## config.mk

```make
export PLATFORM = sky130hd
export DESIGN_NAME = instr_loader
export DESIGN_NICKNAME = d
export VERILOG_FILES = /design/src/rtl/instr_loader_pkg.sv /design/src/rtl/instr_loader_word_packer.sv /design/src/rtl/instr_loader.sv
export SDC_FILE = /design/constraint.sdc
export NUM_CORES = 1
export LEC_CHECK = 0
export CAP_MARGIN = 20
export CORE_MARGIN = 2
export CORE_UTILIZATION = 50
export CTS_CLUSTER_DIAMETER = 120
export DETAILED_ROUTE_END_ITERATION = 10
export HOLD_SLACK_MARGIN = 0.1
export PLACE_DENSITY = 0.71
export SETUP_SLACK_MARGIN = 0.05
export SLEW_MARGIN = 15
export SYNTH_ARGS = -nofsm -noshare
export SYNTH_HDL_FRONTEND = slang
export SYNTH_SLANG_ARGS = --single-unit
```

## constraint.sdc

```tcl
create_clock -name Clock -period 3.96 [get_ports Clock]
set_clock_uncertainty 0.1 [all_clocks]
set_input_delay 0.792 -clock Clock [delete_from_list [all_inputs] [get_ports Clock]]
set_output_delay 0.792 -clock Clock [all_outputs]
set_load 0.01 [all_outputs]
```

## src/rtl/instr_loader_pkg.sv

```systemverilog
// Shared state encoding, framing constants and address helper for the boot-time instruction loader.
// No logic; no latency or backpressure of its own.
package instr_loader_pkg;

  typedef enum logic [2:0] {
    ST_LEN_HI = 3'd0,
    ST_LEN_LO = 3'd1,
    ST_DATA   = 3'd2,
    ST_CSUM   = 3'd3,
    ST_DONE   = 3'd4,
    ST_ERR    = 3'd5
  } state_t;

  localparam int HDR_BYTES  = 2;
  localparam int WORD_BYTES = 4;

  function automatic logic [31:0] word_addr(input logic [29:0] idx);
    return {idx, 2'b00};
  endfunction

endpackage

```

## src/rtl/instr_loader_word_packer.sv

```systemverilog
// Packs MSB-first stream bytes into 32-bit words; word_vld is combinational with the last byte's handshake.
// Latency: 0 cycles from 4th byte to word_vld; no backpressure (accepts whenever byte_vld is high).
module instr_loader_word_packer
  import instr_loader_pkg::*;
(
  input  logic        clk,
  input  logic        rst_n,
  input  logic        clr,
  input  logic        byte_vld,
  input  logic [7:0]  byte_dat,
  output logic        word_vld,
  output logic [31:0] word_dat
);

  localparam logic [1:0] LANE_LAST = 2'(WORD_BYTES - 1);

  logic [1:0]  lane_q;
  logic [23:0] shift_q;

  always_ff @(posedge clk or negedge rst_n) begin
    if (!rst_n) begin
      lane_q  <= '0;
      shift_q <= '0;
    end else if (clr) begin
      lane_q  <= '0;
      shift_q <= '0;
    end else if (byte_vld) begin
      lane_q  <= lane_q + 2'd1;
      shift_q <= {shift_q[15:0], byte_dat};
    end
  end

  // The first three bytes already sit in the shift register when the fourth arrives.
  assign word_vld = byte_vld && (lane_q == LANE_LAST);
  assign word_dat = {shift_q, byte_dat};

endmodule

```

## src/rtl/instr_loader.sv

```systemverilog
// Loads a framed byte image (count header, BE words, XOR checksum) into instruction memory, holding the core until verified.
// Latency: IMWrite one cycle after a word's 4th byte, Done/Error one cycle after the checksum byte; ByteReady is never dropped mid-load.
module instr_loader
  import instr_loader_pkg::*;
#(
  parameter int DEPTH_WORDS = 128,
  parameter int CNT_W       = 16
) (
  input  logic        Clock,
  input  logic        Reset,
  input  logic [7:0]  ByteIn,
  input  logic        ByteValid,
  output logic        ByteReady,
  input  logic        Reload,
  output logic        IMWrite,
  output logic [31:0] IMAddr,
  output logic [31:0] IMData,
  output logic        CoreHold,
  output logic        Done,
  output logic        Error
);

  localparam logic [CNT_W-1:0] DEPTH_C = CNT_W'(DEPTH_WORDS);

  state_t state_q, state_d;

  logic [7:0]       hdr_hi_q;
  logic [7:0]       csum_q;
  logic [CNT_W-1:0] n_q;
  logic [CNT_W-1:0] idx_q;
  logic [CNT_W-1:0] idx_inc;
  logic [CNT_W-1:0] hdr_cnt;
  logic             rdy_q, wr_q, hold_q, done_q, err_q;
  logic [31:0]      addr_q, data_q;
  logic             xfer, reload_go, pk_vld, word_vld;
  logic [31:0]      word_dat;

  assign xfer      = ByteValid & rdy_q;
  assign reload_go = Reload & ((state_q == ST_DONE) || (state_q == ST_ERR));
  assign pk_vld    = xfer & (state_q == ST_DATA);
  assign idx_inc   = idx_q + CNT_W'(1);
  assign hdr_cnt   = CNT_W'({hdr_hi_q, ByteIn});

  instr_loader_word_packer u_packer (
    .clk      (Clock),
    .rst_n    (Reset),
    .clr      (reload_go),
    .byte_vld (pk_vld),
    .byte_dat (ByteIn),
    .word_vld (word_vld),
    .word_dat (word_dat)
  );

  always_comb begin
    state_d = state_q;
    case (state_q)
      ST_LEN_HI: if (xfer) state_d = ST_LEN_LO;
      ST_LEN_LO: begin
        if (xfer) begin
          if (hdr_cnt > DEPTH_C)       state_d = ST_ERR;
          else if (hdr_cnt == '0)      state_d = ST_CSUM;
          else                         state_d = ST_DATA;
        end
      end
      ST_DATA:   if (word_vld && (idx_inc == n_q)) state_d = ST_CSUM;
      ST_CSUM:   if (xfer) state_d = (ByteIn == csum_q) ? ST_DONE : ST_ERR;
      ST_DONE,
      ST_ERR:    if (Reload) state_d = ST_LEN_HI;
      default:   state_d = ST_LEN_HI;
    endcase
  end

  always_ff @(posedge Clock or negedge Reset) begin
    if (!Reset) state_q <= ST_LEN_HI;
    else        state_q <= state_d;
  end

  always_ff @(posedge Clock or negedge Reset) begin
    if (!Reset) begin
      rdy_q    <= 1'b0;
      wr_q     <= 1'b0;
      hold_q   <= 1'b1;
      done_q   <= 1'b0;
      err_q    <= 1'b0;
      addr_q   <= '0;
      data_q   <= '0;
      hdr_hi_q <= '0;
      csum_q   <= '0;
      n_q      <= '0;
      idx_q    <= '0;
    end else begin
      // Status flags track the upcoming state so they change with the transition edge.
      rdy_q  <= (state_d == ST_LEN_HI) || (state_d == ST_LEN_LO) ||
                (state_d == ST_DATA)   || (state_d == ST_CSUM);
      hold_q <= (state_d != ST_DONE);
      done_q <= (state_d == ST_DONE);
      err_q  <= (state_d == ST_ERR);
      wr_q   <= word_vld;
      if (word_vld) begin
        addr_q <= word_addr(30'(idx_q));
        data_q <= word_dat;
      end
      if (reload_go) begin
        hdr_hi_q <= '0;
        csum_q   <= '0;
        n_q      <= '0;
        idx_q    <= '0;
      end else begin
        if (xfer && (state_q == ST_LEN_HI)) hdr_hi_q <= ByteIn;
        if (xfer && (state_q == ST_LEN_LO)) n_q <= hdr_cnt;
        if (pk_vld)   csum_q <= csum_q ^ ByteIn;
        if (word_vld) idx_q  <= idx_inc;
      end
    end
  end

  assign ByteReady = rdy_q;
  assign IMWrite   = wr_q;
  assign IMAddr    = addr_q;
  assign IMData    = data_q;
  assign CoreHold  = hold_q;
  assign Done      = done_q;
  assign Error     = err_q;

endmodule
```

# Word-level counts from Yosys, hierarchy flattened

Cells that the tools add are included.

Register bits after elaboration: 130
Input bits: 12
Output and inout bits: 69

$add $sub $neg: 2
$lt $le $gt $ge: 1
Equal/unequal tests: 14
Multiplexer cells: 21
Bitwise gates (word level): 4
Reduce and logical (&&, ||, !) cells: 16

Operator list:

| kind                                                           | count |
|---|---|
| 2-to-1 mux 16 bit                                              | 4 |
| 2-to-1 mux 24 bit                                              | 2 |
| 2-to-1 mux 8 bit                                               | 4 |
| 2-to-1 mux 3 bit                                               | 6 |
| adder 16 x 1 -> 16 bit, second input constant                  | 1 |
| == test 16 bit                                                 | 1 |
| greater-than comparator 16 x 8 -> 1 bit, second input constant | 1 |
| zero test 16 bit                                               | 1 |
| case mux 3 bit (5 select lines)                                | 1 |
| == test 3 x 2 -> 1 bit, second input constant                  | 4 |
| == test 3 bit, second input constant                           | 4 |
| == test 8 bit                                                  | 1 |
| nonzero test 2 bit                                             | 4 |
| bitwise XOR 8 bit                                              | 1 |
| == test 3 x 1 -> 1 bit, second input constant                  | 2 |
| zero test 3 bit                                                | 2 |
| logical AND 1 bit                                              | 4 |
| logical OR 1 bit                                               | 4 |
| 2-to-1 mux 2 bit                                               | 2 |
| AND 1 bit                                                      | 3 |
| inequality test 3 bit, second input constant                   | 1 |
| adder 2 x 1 -> 2 bit, second input constant                    | 1 |
| == test 2 bit, second input constant                           | 1 |
| 2-to-1 mux 1 bit                                               | 2 |
| OR reduction 2 bit                                             | 1 |

# Logic depth before layout (Yosys ltp)

Gate-level depths: netlist of the first run.

Depth in word-level cells: 10
Depth in mapped cells: 8
Gate-level depth less buffers: 6

# By module

Synthesis of the first run repeated with hierarchy kept, for this count alone.

Cells, all modules: 567
Area, all modules: 6206.0 µm²

Modules (own cells, without submodules):

| module                   | times used | cells each | area an instance (µm²) | sequential area each (µm²) |
|---|---|---|---|---|
| instr_loader             | 1          | 473        | 5052.3                 | 2603.7 |
| instr_loader_word_packer | 1          | 94         | 1153.6                 | 650.6 |

# Least setup slack after synthesis of the first run

OpenSTA, ideal clock, no wires.

Path kind: input to register
From: input ByteIn[0]
To: register state_q[0]
Library setup time: 0.133 ns
Arrival time: 2.040 ns
Setup slack: 1.687 ns
Cell stages on the path: 6
Path buffers: 1
Cell sequence: clkbuf_1 > xnor2_1 > nand3_1 > or4_1 > a41oi_2 > o31ai_2

Longest elaborated chain between the ends: 5

Ends and longest elaborated chain:

| item                                                                            | RTL line           | source |
|---|---|---|
| start, declared                                                                 | instr_loader.sv:11 | `input logic [7:0] ByteIn,` |
| branches (longest 4 deep; another with greater-than comparator 16 x 8 -> 1 bit) | --                 |  |
| case mux 3 bit (5 select lines) *                                               | instr_loader.sv:56 | `case (state_q)` |
| named net state_d[0]                                                            | instr_loader.sv:25 | `state_t state_q, state_d;` |
| end signal, assigned                                                            | instr_loader.sv:75 | `else state_q <= state_d;` |
| end, declared                                                                   | instr_loader.sv:25 |  |

Mark *: on every way through the listed nets, which the timed path passes.
A chain may end at the register's enable or synchronous reset.

# Worst setup path after layout of the first run

From: input ByteIn[2]
To: register state_q[0]

The elaborated chain is that of the path after synthesis.

==> results of run 1 <==
## cell type report
cell class	instances	area share
Sequential cell	130	0.4463
Multi-Input combinational cell	508	0.3459
Timing Repair Buffer	75	0.1005
Clock buffer	21	0.06452
Tap cell	147	0.02522
Clock inverter	10	0.01493
Inverter	5	0.002574
## metal layers
layer / vias up / wire (µm) / track usage
li1: 2330 / - / -
met1: 2352 / 6137 / 0.3057
met2: 181 / 6275 / 0.3409
met3: 16 / 830 / 0.05294
met4: 0 / 186 / 0.07073
met5: - / 0 / 0
## per-stage QoR
stage,worst slack [ns],cell area [µm²],util
2_1_floorplan,1.687,6121,-
3_3_place_gp,1.025,6713,0.5636
3_5_place_dp,0.9800,6713,0.5636
4_1_cts,1.362,7292,0.6122
5_1_grt,1.220,7292,0.6122
6_report,1.283,7292,0.6122
## power groups by stage
stage / sequential [mW] / combinational (mW) / clock (mW)
after global routing: 1.64 / 0.732 / 1.59
after CTS: 1.62 / 0.658 / 1.53
after detailed placement: 1.64 / 0.649 / 0
after global placement: 1.64 / 0.633 / 0
after floorplan: 1.61 / 0.474 / 0
final: 1.62 / 0.653 / 1.51
## registers in the layout (all words and copies together) (netlist names), 2 cells and up
register,count
IMData,32
u_packer.shift_q,24
IMAddr,16
idx_q,16
n_q,16
csum_q,8
hdr_hi_q,8
state_q,3
u_packer.lane_q,2
## worst reg2reg max path, delay by kind of cell (launching register included)
family | cells | cell delay (ns)
XOR/XNOR | 1 | 0.19
AND/OR/NAND/NOR | 2 | 0.86
AO/OA/AOI/OAI | 2 | 0.39
adder cells (fa/ha/maj) | 1 | 0.29
flip-flops | 1 | 0.51
## how the worst max path moves through the flow
stage	from	end	slack (ns)	cells after the start
2_1_floorplan	ByteIn[0]	state_q[0]	1.69	6
3_3_place_gp	ByteIn[4]	state_q[0]	1.02	6
3_5_place_dp	ByteIn[2]	Done	0.98	6
4_1_cts	ByteIn[2]	state_q[0]	1.36	6
5_1_grt	ByteIn[2]	state_q[0]	1.22	6
6_report	ByteIn[2]	state_q[0]	1.28	6
## cells in the final DEF (no fill, tap or decap), types with 2 or more instances in the layout
cell | synthesis | final
sky130_fd_sc_hd__clkdlybuf4s50_1 | 0 | 63
sky130_fd_sc_hd__clkinvlp_4 | 0 | 2
sky130_fd_sc_hd__or3_1 | 4 | 4
sky130_fd_sc_hd__nor4_1 | 5 | 5
sky130_fd_sc_hd__bufinv_16 | 0 | 2
sky130_fd_sc_hd__clkbuf_16 | 0 | 17
sky130_fd_sc_hd__nor3_1 | 5 | 5
sky130_fd_sc_hd__xor2_1 | 13 | 13
sky130_fd_sc_hd__conb_1 | 1 | 16
sky130_fd_sc_hd__and4_1 | 3 | 3
sky130_fd_sc_hd__buf_4 | 17 | 11
sky130_fd_sc_hd__nand3_1 | 26 | 26
sky130_fd_sc_hd__o2111ai_1 | 2 | 2
sky130_fd_sc_hd__nand4_1 | 8 | 8
sky130_fd_sc_hd__and2_1 | 4 | 4
sky130_fd_sc_hd__dfrtp_1 | 129 | 129
sky130_fd_sc_hd__inv_1 | 3 | 3
sky130_fd_sc_hd__clkinv_2 | 0 | 5
sky130_fd_sc_hd__nand2_1 | 245 | 245
sky130_fd_sc_hd__inv_2 | 2 | 2
sky130_fd_sc_hd__nor2_1 | 37 | 36
sky130_fd_sc_hd__xnor2_1 | 19 | 19
sky130_fd_sc_hd__a31oi_1 | 4 | 4
sky130_fd_sc_hd__o31ai_1 | 4 | 4
sky130_fd_sc_hd__o21ai_1 | 3 | 3
sky130_fd_sc_hd__and3_1 | 4 | 4
sky130_fd_sc_hd__clkbuf_8 | 0 | 3
sky130_fd_sc_hd__mux2i_1 | 9 | 9
sky130_fd_sc_hd__a211oi_1 | 2 | 2
sky130_fd_sc_hd__ha_1 | 2 | 2
sky130_fd_sc_hd__nor2b_1 | 2 | 2
sky130_fd_sc_hd__a21oi_1 | 37 | 37
sky130_fd_sc_hd__o21ai_0 | 36 | 36
## logic make-up (layout without fill, tap and decap cells)
logic type | after synthesis | in the layout
simple gates | 352 | 352
flops | 130 | 130
compound gates | 97 | 97
buf+inv | 70 | 111
xor+xnor | 32 | 32
mux | 9 | 9
fa+ha+maj | 2 | 2
other cells | 1 | 16
==> impl_metrics.prom, run 1 <==
# TYPE chip_impl_metric gauge
chip_impl_info{name="run_status",value="finished clean"} 1
chip_impl_metric{name="required",unit="ns"} 4.13
chip_impl_metric{name="dieHeight",unit="µm"} 114.1
chip_impl_metric{name="pin_count_of_the_biggest_net_entering_global_routing",unit=""} 89
chip_impl_metric{name="via_count_of_the_first_global_routing_pass",unit=""} 4683
chip_impl_metric{name="synth_xor_area_frac",unit=""} 0.04621
chip_impl_info{name="synth_top_cells_by_area",value="sky130_fd_sc_hd__dfrtp_1 53%, sky130_fd_sc_hd__nand2_1 15%, sky130_fd_sc_hd__a21oi_1 3.1%, sky130_fd_sc_hd__o21ai_0 3.0%, sky130_fd_sc_hd__xnor2_1 2.7%"} 1
chip_impl_metric{name="crit_buf_inv",unit=""} 1
chip_impl_metric{name="port_buffers",unit=""} 64
chip_impl_info{name="synthDominantAreaCellType",value="sky130_fd_sc_hd__dfrtp_1"} 1
chip_impl_metric{name="fmax",unit="MHz"} 373.6
chip_impl_metric{name="cellPowerDensity",unit="nW/µm²"} 519.6
chip_impl_metric{name="vias_per_cell",unit=""} 5.445
chip_impl_metric{name="detail_route.drc_violations",unit=""} 0
chip_impl_info{name="setup.worst_path.class",value="in -> reg"} 1
chip_impl_metric{name="die_width",unit="µm"} 114.1
chip_impl_metric{name="netlist-cell-type-count",unit=""} 50
chip_impl_metric{name="fin_nets",unit=""} 751
chip_impl_metric{name="syn-cell-area",unit="µm²"} 6065
chip_impl_metric{name="synth_async_sr_flop_share",unit=""} 1.000
chip_impl_metric{name="postSynthAreaPerCell",unit="µm²"} 8.751
chip_impl_metric{name="post_cts_resize_count",unit=""} 0
chip_impl_metric{name="totalNegativeSetupSlack",unit="ns"} 0
chip_impl_metric{name="sequentialPowerShare",unit=""} 0.429
chip_impl_metric{name="p_clk_frac",unit=""} 0.399
chip_impl_metric{name="antenna_violating_nets_post_route",unit=""} 0
chip_impl_metric{name="multiInputGateArea",unit="µm²"} 2522
chip_impl_metric{name="clk_latency",unit="ns"} 0.41
chip_impl_metric{name="synth_compound_area_frac",unit=""} 0.09305
chip_impl_metric{name="synth_seq_area_share",unit=""} 0.5366
chip_impl_metric{name="synth_enable_flop_cells",unit=""} 0
chip_impl_metric{name="row_count",unit=""} 40
chip_impl_metric{name="area_taken_by_flip_flops_and_latches",unit="µm²"} 3254
chip_impl_info{name="crit-reg2reg-capture",value="state_q[0]"} 1
chip_impl_metric{name="clk_path_buf_depth",unit=""} 2
chip_impl_metric{name="switching_share",unit=""} 0.2795
chip_impl_metric{name="count_of_inserted_antenna_diode_cells",unit=""} 0
chip_impl_info{name="crit_chain",value="clkdlybuf4s50_1, nor4_1, and3_1, o2111ai_1, a41oi_2, o31ai_2"} 1
chip_impl_metric{name="final-max-slew-violation-count",unit=""} 0
chip_impl_metric{name="max_slew_margin_vs_limit",unit=""} 0.4858
chip_impl_metric{name="hpwl_after_detailed_placement",unit="µm"} 8756
chip_impl_info{name="cts_tree",value="built"} 1
chip_impl_info{name="rsz0062_at_grt",value="false"} 1
chip_impl_metric{name="drive_above_1_share",unit=""} 0.07343
chip_impl_metric{name="p_int",unit="mW"} 2.730
chip_impl_info{name="worst_r2r_startpoint",value="idx_q[0]"} 1
chip_impl_metric{name="htreeDepth",unit=""} 4
chip_impl_metric{name="cts_inserted_buffers",unit=""} 17
chip_impl_metric{name="clk_transition_reported_paths",unit="ns"} 0.06
chip_impl_metric{name="yosys_register_bits",unit=""} 130
chip_impl_metric{name="cpPeakStageDelay",unit="ns"} 0.61
chip_impl_metric{name="yosysWarnings",unit=""} 0
chip_impl_metric{name="layout_worst_path_cycle_share",unit=""} 0.6759
chip_impl_metric{name="timing.hold.ws",unit="ns"} 0.2738
chip_impl_metric{name="grt_first_pass_wirelength",unit="µm"} 22690
chip_impl_metric{name="worst_ir_drop_vdd",unit="V"} 0.0003373
chip_impl_info{name="min-delay-path-class",value="in -> async"} 1
chip_impl_metric{name="detail_route.first_pass.iterations",unit=""} 5
chip_impl_metric{name="antenna_found_initial",unit=""} 0
chip_impl_metric{name="power_leakage",unit="nW"} 3.509
chip_impl_metric{name="finalHoldViolCount",unit=""} 0
chip_impl_metric{name="share_of_total_power_in_combinational_logic",unit=""} 0.172
chip_impl_metric{name="grt-ovfl-total",unit=""} 0
chip_impl_metric{name="route.detailed.wl_per_inst",unit="µm"} 14.99
chip_impl_metric{name="detail_route.iter0.violations",unit=""} 431
chip_impl_metric{name="synth.area.mux_share",unit=""} 0.01485
chip_impl_metric{name="report.final.setup_viol",unit=""} 0
chip_impl_metric{name="report.power.total",unit="mW"} 3.789
chip_impl_metric{name="synth-simple-area-share",unit=""} 0.2474
chip_impl_metric{name="dieArea",unit="µm²"} 13030
chip_impl_metric{name="p_sw",unit="mW"} 1.059
chip_impl_metric{name="synth_adder_area_share",unit=""} 0.004126
chip_impl_metric{name="route.vias.total",unit=""} 4879
chip_impl_metric{name="area_delta_synth_final",unit="%"} 20.24
chip_impl_metric{name="timing.critical_path.arrival",unit="ns"} 2.84
chip_impl_info{name="synth_top_cells_by_count",value="245 x sky130_fd_sc_hd__nand2_1, 129 x sky130_fd_sc_hd__dfrtp_1, 37 x sky130_fd_sc_hd__a21oi_1, 37 x sky130_fd_sc_hd__nor2_1, 36 x sky130_fd_sc_hd__o21ai_0"} 1
chip_impl_info{name="ys.flop_type",value="sky130_fd_sc_hd__dfrtp_1"} 1
chip_impl_info{name="synth_top_family_by_area",value="simple AND/OR/NAND/NOR gates"} 1
chip_impl_info{name="cp-end-kind",value="register"} 1
chip_impl_metric{name="cts_sinks",unit=""} 130
chip_impl_metric{name="initial_utilization",unit=""} 0.5091
chip_impl_metric{name="cts_hold_buffers",unit=""} 0
chip_impl_metric{name="finalNonFillerCells",unit=""} 896
chip_impl_info{name="critPathSlowestCell",value="sky130_fd_sc_hd__clkdlybuf4s50_1"} 1
chip_impl_metric{name="gpl.final_weighted_congestion",unit=""} 0.8800
chip_impl_metric{name="placeableCoreArea",unit="µm²"} 11910
chip_impl_metric{name="r2r_cells",unit=""} 6
chip_impl_metric{name="syn-instance-count",unit=""} 693
chip_impl_metric{name="period_minus_slack",unit="ns"} 2.677
chip_impl_metric{name="fillerInstances",unit=""} 1008
chip_impl_metric{name="dpl.cell_count",unit=""} 865
chip_impl_metric{name="reg2reg_setup_slack",unit="ns"} 1.52
chip_impl_info{name="critPathLaunchType",value="input port"} 1
chip_impl_metric{name="critPathMaxFanout",unit=""} 7
chip_impl_metric{name="num_io_pins",unit=""} 81
chip_impl_info{name="yosys.cell_count.top_type",value="sky130_fd_sc_hd__nand2_1"} 1
chip_impl_metric{name="netlist.area_leader.share",unit=""} 0.5323
chip_impl_info{name="cp_top_family",value="simple AND/OR/NAND/NOR gates"} 1
chip_impl_metric{name="grt.total_usage",unit=""} 0.2191
chip_impl_metric{name="post-cts-setup-buffers",unit=""} 0
chip_impl_metric{name="worst-slew-pin-transition",unit="ns"} 0.7684
chip_impl_metric{name="totalWireLength",unit="µm"} 13430
chip_impl_info{name="cts_root_buf",value="sky130_fd_sc_hd__clkbuf_16"} 1
chip_impl_metric{name="timing.max_cap.violations",unit=""} 0
Power figures use the tool's default switching activity.
==> run 2: changes to the inputs <==
--- a/config.mk
+++ b/config.mk
@@ -11,7 +11,7 @@
 export CTS_CLUSTER_DIAMETER = 120
 export DETAILED_ROUTE_END_ITERATION = 10
 export HOLD_SLACK_MARGIN = 0.1
-export PLACE_DENSITY = 0.71
+export PLACE_DENSITY = 0.73
 export SETUP_SLACK_MARGIN = 0.05
 export SLEW_MARGIN = 15
 export SYNTH_ARGS = -nofsm -noshare
==> constraint.sdc (replaced) <==
create_clock -name Clock -period 2.25 [get_ports Clock]
set_clock_uncertainty 0.1 [all_clocks]
set_input_delay 0.45 -clock Clock [delete_from_list [all_inputs] [get_ports Clock]]
set_output_delay 0.45 -clock Clock [all_outputs]
set_load 0.01 [all_outputs]
==> run 2 against run 1 <==
Net effect: sequential share of layout area fell by 2.6 points; power rose by 91%; final cell count rose by 3.5%; combinational power rose by 91%; design area rose by 6.2%; via count rose by 2.7%; global-route usage rose by 1.2 points; non-clock buffer count rose by 32; routed wire length rose by 4.6%; count of clock-buffer cells in the layout fell by 1; sequential power rose by 77%; utilization rose by 3.8 points; critical endpoint unchanged; largest cell class unchanged.
==> impl_metrics.prom, run 2 (synthesized netlist as in run 1, its figures left out) <==
# TYPE chip_impl_metric gauge
chip_impl_metric{name="placeableCoreArea",unit="µm²"} 11910
chip_impl_info{name="final_cell_mix",value="245 x sky130_fd_sc_hd__nand2_1, 128 x sky130_fd_sc_hd__dfrtp_1, 63 x sky130_fd_sc_hd__clkdlybuf4s50_1, 37 x sky130_fd_sc_hd__a21oi_1"} 1
chip_impl_metric{name="via_count_of_the_first_global_routing_pass",unit=""} 4755
chip_impl_metric{name="cts_sinks",unit=""} 130
chip_impl_metric{name="antenna_found_initial",unit=""} 0
chip_impl_metric{name="htreeDepth",unit=""} 4
chip_impl_metric{name="final-max-slew-violation-count",unit=""} 0
chip_impl_metric{name="antenna_violating_nets_post_route",unit=""} 0
chip_impl_metric{name="die_width",unit="µm"} 114.1
chip_impl_metric{name="worst-slew-pin-transition",unit="ns"} 0.5234
chip_impl_metric{name="grt.total_usage",unit=""} 0.2312
chip_impl_metric{name="grt-ovfl-total",unit=""} 0
chip_impl_metric{name="gpl.final_weighted_congestion",unit=""} 0.8110
chip_impl_metric{name="clk_latency",unit="ns"} 0.42
chip_impl_metric{name="finalHoldViolCount",unit=""} 0
chip_impl_info{name="cp-end-kind",value="register"} 1
chip_impl_metric{name="max_slew_margin_vs_limit",unit=""} 0.6511
chip_impl_metric{name="detail_route.drc_violations",unit=""} 0
chip_impl_info{name="crit-reg2reg-capture",value="state_q[0]"} 1
chip_impl_info{name="min-delay-path-class",value="in -> async"} 1
chip_impl_metric{name="initial_utilization",unit=""} 0.5091
chip_impl_info{name="worst_r2r_startpoint",value="idx_q[5]"} 1
chip_impl_metric{name="required",unit="ns"} 2.48
chip_impl_info{name="rsz0062_at_grt",value="true"} 1
chip_impl_info{name="layout_commonest_cell",value="sky130_fd_sc_hd__nand2_1"} 1
chip_impl_metric{name="report.final.setup_viol",unit=""} 0
chip_impl_metric{name="area_delta_synth_final",unit="%"} 27.75
chip_impl_metric{name="reg2reg_setup_slack",unit="ns"} 0.14
chip_impl_metric{name="timing.hold.ws",unit="ns"} 0.3686
chip_impl_metric{name="timing.max_cap.violations",unit=""} 0
chip_impl_metric{name="critPathMaxFanout",unit=""} 9
chip_impl_metric{name="row_count",unit=""} 40
chip_impl_metric{name="period_minus_slack",unit="ns"} 2.107
chip_impl_metric{name="totalNegativeSetupSlack",unit="ns"} 0
chip_impl_info{name="cts_root_buf",value="sky130_fd_sc_hd__clkbuf_16"} 1
chip_impl_metric{name="count_of_inserted_antenna_diode_cells",unit=""} 0
chip_impl_metric{name="num_io_pins",unit=""} 81
chip_impl_metric{name="worst_ir_drop_vdd",unit="V"} 0.0004467
chip_impl_metric{name="dieArea",unit="µm²"} 13030
chip_impl_metric{name="cts_inserted_buffers",unit=""} 17
chip_impl_metric{name="drive_above_1_share",unit=""} 0.1192
chip_impl_metric{name="route.detailed.wl_per_inst",unit="µm"} 15.16
chip_impl_info{name="critPathLaunchType",value="register"} 1
chip_impl_metric{name="hpwl_after_detailed_placement",unit="µm"} 9663
chip_impl_metric{name="totalWireLength",unit="µm"} 14050
chip_impl_metric{name="detail_route.first_pass.iterations",unit=""} 5
chip_impl_metric{name="report.power.total",unit="mW"} 7.219
chip_impl_metric{name="largest_register_ffs",unit=""} 32
chip_impl_metric{name="route.vias.total",unit=""} 5010
chip_impl_info{name="run_status",value="finished clean"} 1
chip_impl_metric{name="finalInstanceArea",unit="µm²"} 7747
chip_impl_metric{name="clk_transition_reported_paths",unit="ns"} 0.05
chip_impl_metric{name="cpPeakStageDelay",unit="ns"} 0.52
chip_impl_info{name="cts_tree",value="built"} 1
chip_impl_info{name="critPathSlowestCell",value="sky130_fd_sc_hd__dfrtp_1"} 1
chip_impl_metric{name="timing.critical_path.arrival",unit="ns"} 2.34
chip_impl_metric{name="grt_first_pass_wirelength",unit="µm"} 23560
chip_impl_metric{name="layout_worst_path_cycle_share",unit=""} 0.9365
chip_impl_metric{name="r2r_cells",unit=""} 6
chip_impl_metric{name="cellPowerDensity",unit="nW/µm²"} 931.8
chip_impl_metric{name="port_buffers",unit=""} 64
chip_impl_metric{name="detail_route.iter0.violations",unit=""} 460
chip_impl_metric{name="vias_per_cell",unit=""} 5.405
chip_impl_metric{name="dieHeight",unit="µm"} 114.1
chip_impl_metric{name="postPlaceCellArea",unit="µm²"} 7020
chip_impl_metric{name="clk_path_buf_depth",unit=""} 2
chip_impl_info{name="cp_top_family",value="simple AND/OR/NAND/NOR gates"} 1
chip_impl_metric{name="power_leakage",unit="nW"} 3.726
chip_impl_metric{name="fillerInstances",unit=""} 957
chip_impl_info{name="setup.worst_path.class",value="reg -> reg"} 1
chip_impl_metric{name="fin_nets",unit=""} 783
chip_impl_metric{name="crit_buf_inv",unit=""} 1
chip_impl_metric{name="fmax",unit="MHz"} 474.6
chip_impl_info{name="crit_chain",value="nand4_1, nor4_1, buf_4, xnor2_1, o211ai_1, o31ai_2"} 1
chip_impl_metric{name="pin_count_of_the_biggest_net_entering_global_routing",unit=""} 53
run 2: changes by cell type in the layout (fill, tap and decap cells not counted), moves of 3 or more:
cell	previous run	this run
sky130_fd_sc_hd__buf_12	1	7
sky130_fd_sc_hd__buf_4	11	36
sky130_fd_sc_hd__bufinv_16	2	6
sky130_fd_sc_hd__clkinv_2	5	2
run 2: cell type report:
type                            count  area [µm²]  area share
Clock buffer                       20       456.7     0.05895
Clock inverter                     10       206.4     0.02665
Inverter                            5       18.77    0.002422
Multi-Input combinational cell    508        2575      0.3324
Sequential cell                   130        3256      0.4202
Tap cell                          147       183.9     0.02374
Timing Repair Buffer              107        1051      0.1357
run 2: repair_timing:
action | in CTS | in global routing
hold endpoints to repair | 18 | 0
setup buffers | 0 | 0
resized for setup | 0 | 9
hold buffers | 1 | 0
setup endpoints to repair | 0 | 2
run 2: worst max path at each step:
| stage | from | to | slack (ns) | cells after the start |
|---|---|---|---|---|
| after floorplan | ByteIn[0] | state_q[0] | 0.32 | 6 |
| after global placement | ByteValid | state_q[0] | -0.27 | 7 |
| after detailed placement | ByteValid | state_q[0] | -0.34 | 7 |
| after CTS | ByteValid | state_q[0] | 0.11 | 7 |
| after global routing | idx_q[5] | state_q[0] | 0.02 | 5 |
| final | idx_q[5] | state_q[0] | 0.14 | 6 |
run 2: routing by layer:
layer,up-vias,share of wire,wire length (µm),global-route usage
li1,2403,-,-,-
met3,29,0.065,914,0.05241
met1,2385,0.45,6329,0.3224
met5,-,0,0,0
met2,193,0.46,6457,0.3472
met4,0,0.025,351,0.1057
run 2: stage by stage:
stage,cells,util,setup slack [ns]
3_5_place_dp,896,0.5894,-0.3366
3_3_place_gp,896,0.5894,-0.2672
6_report,927,0.6504,0.1429
5_1_grt,927,0.6504,0.01918
4_1_cts,927,0.6459,0.1069
2_1_floorplan,708,-,0.3189
run 2: where the power goes:
group	switching [mW]	total, mW	internal, mW	leakage [nW]
Combinational	0.699	1.25	0.552	1.62
Sequential	0.248	2.86	2.61	1.78
Clock	0.989	3.11	2.12	0.322
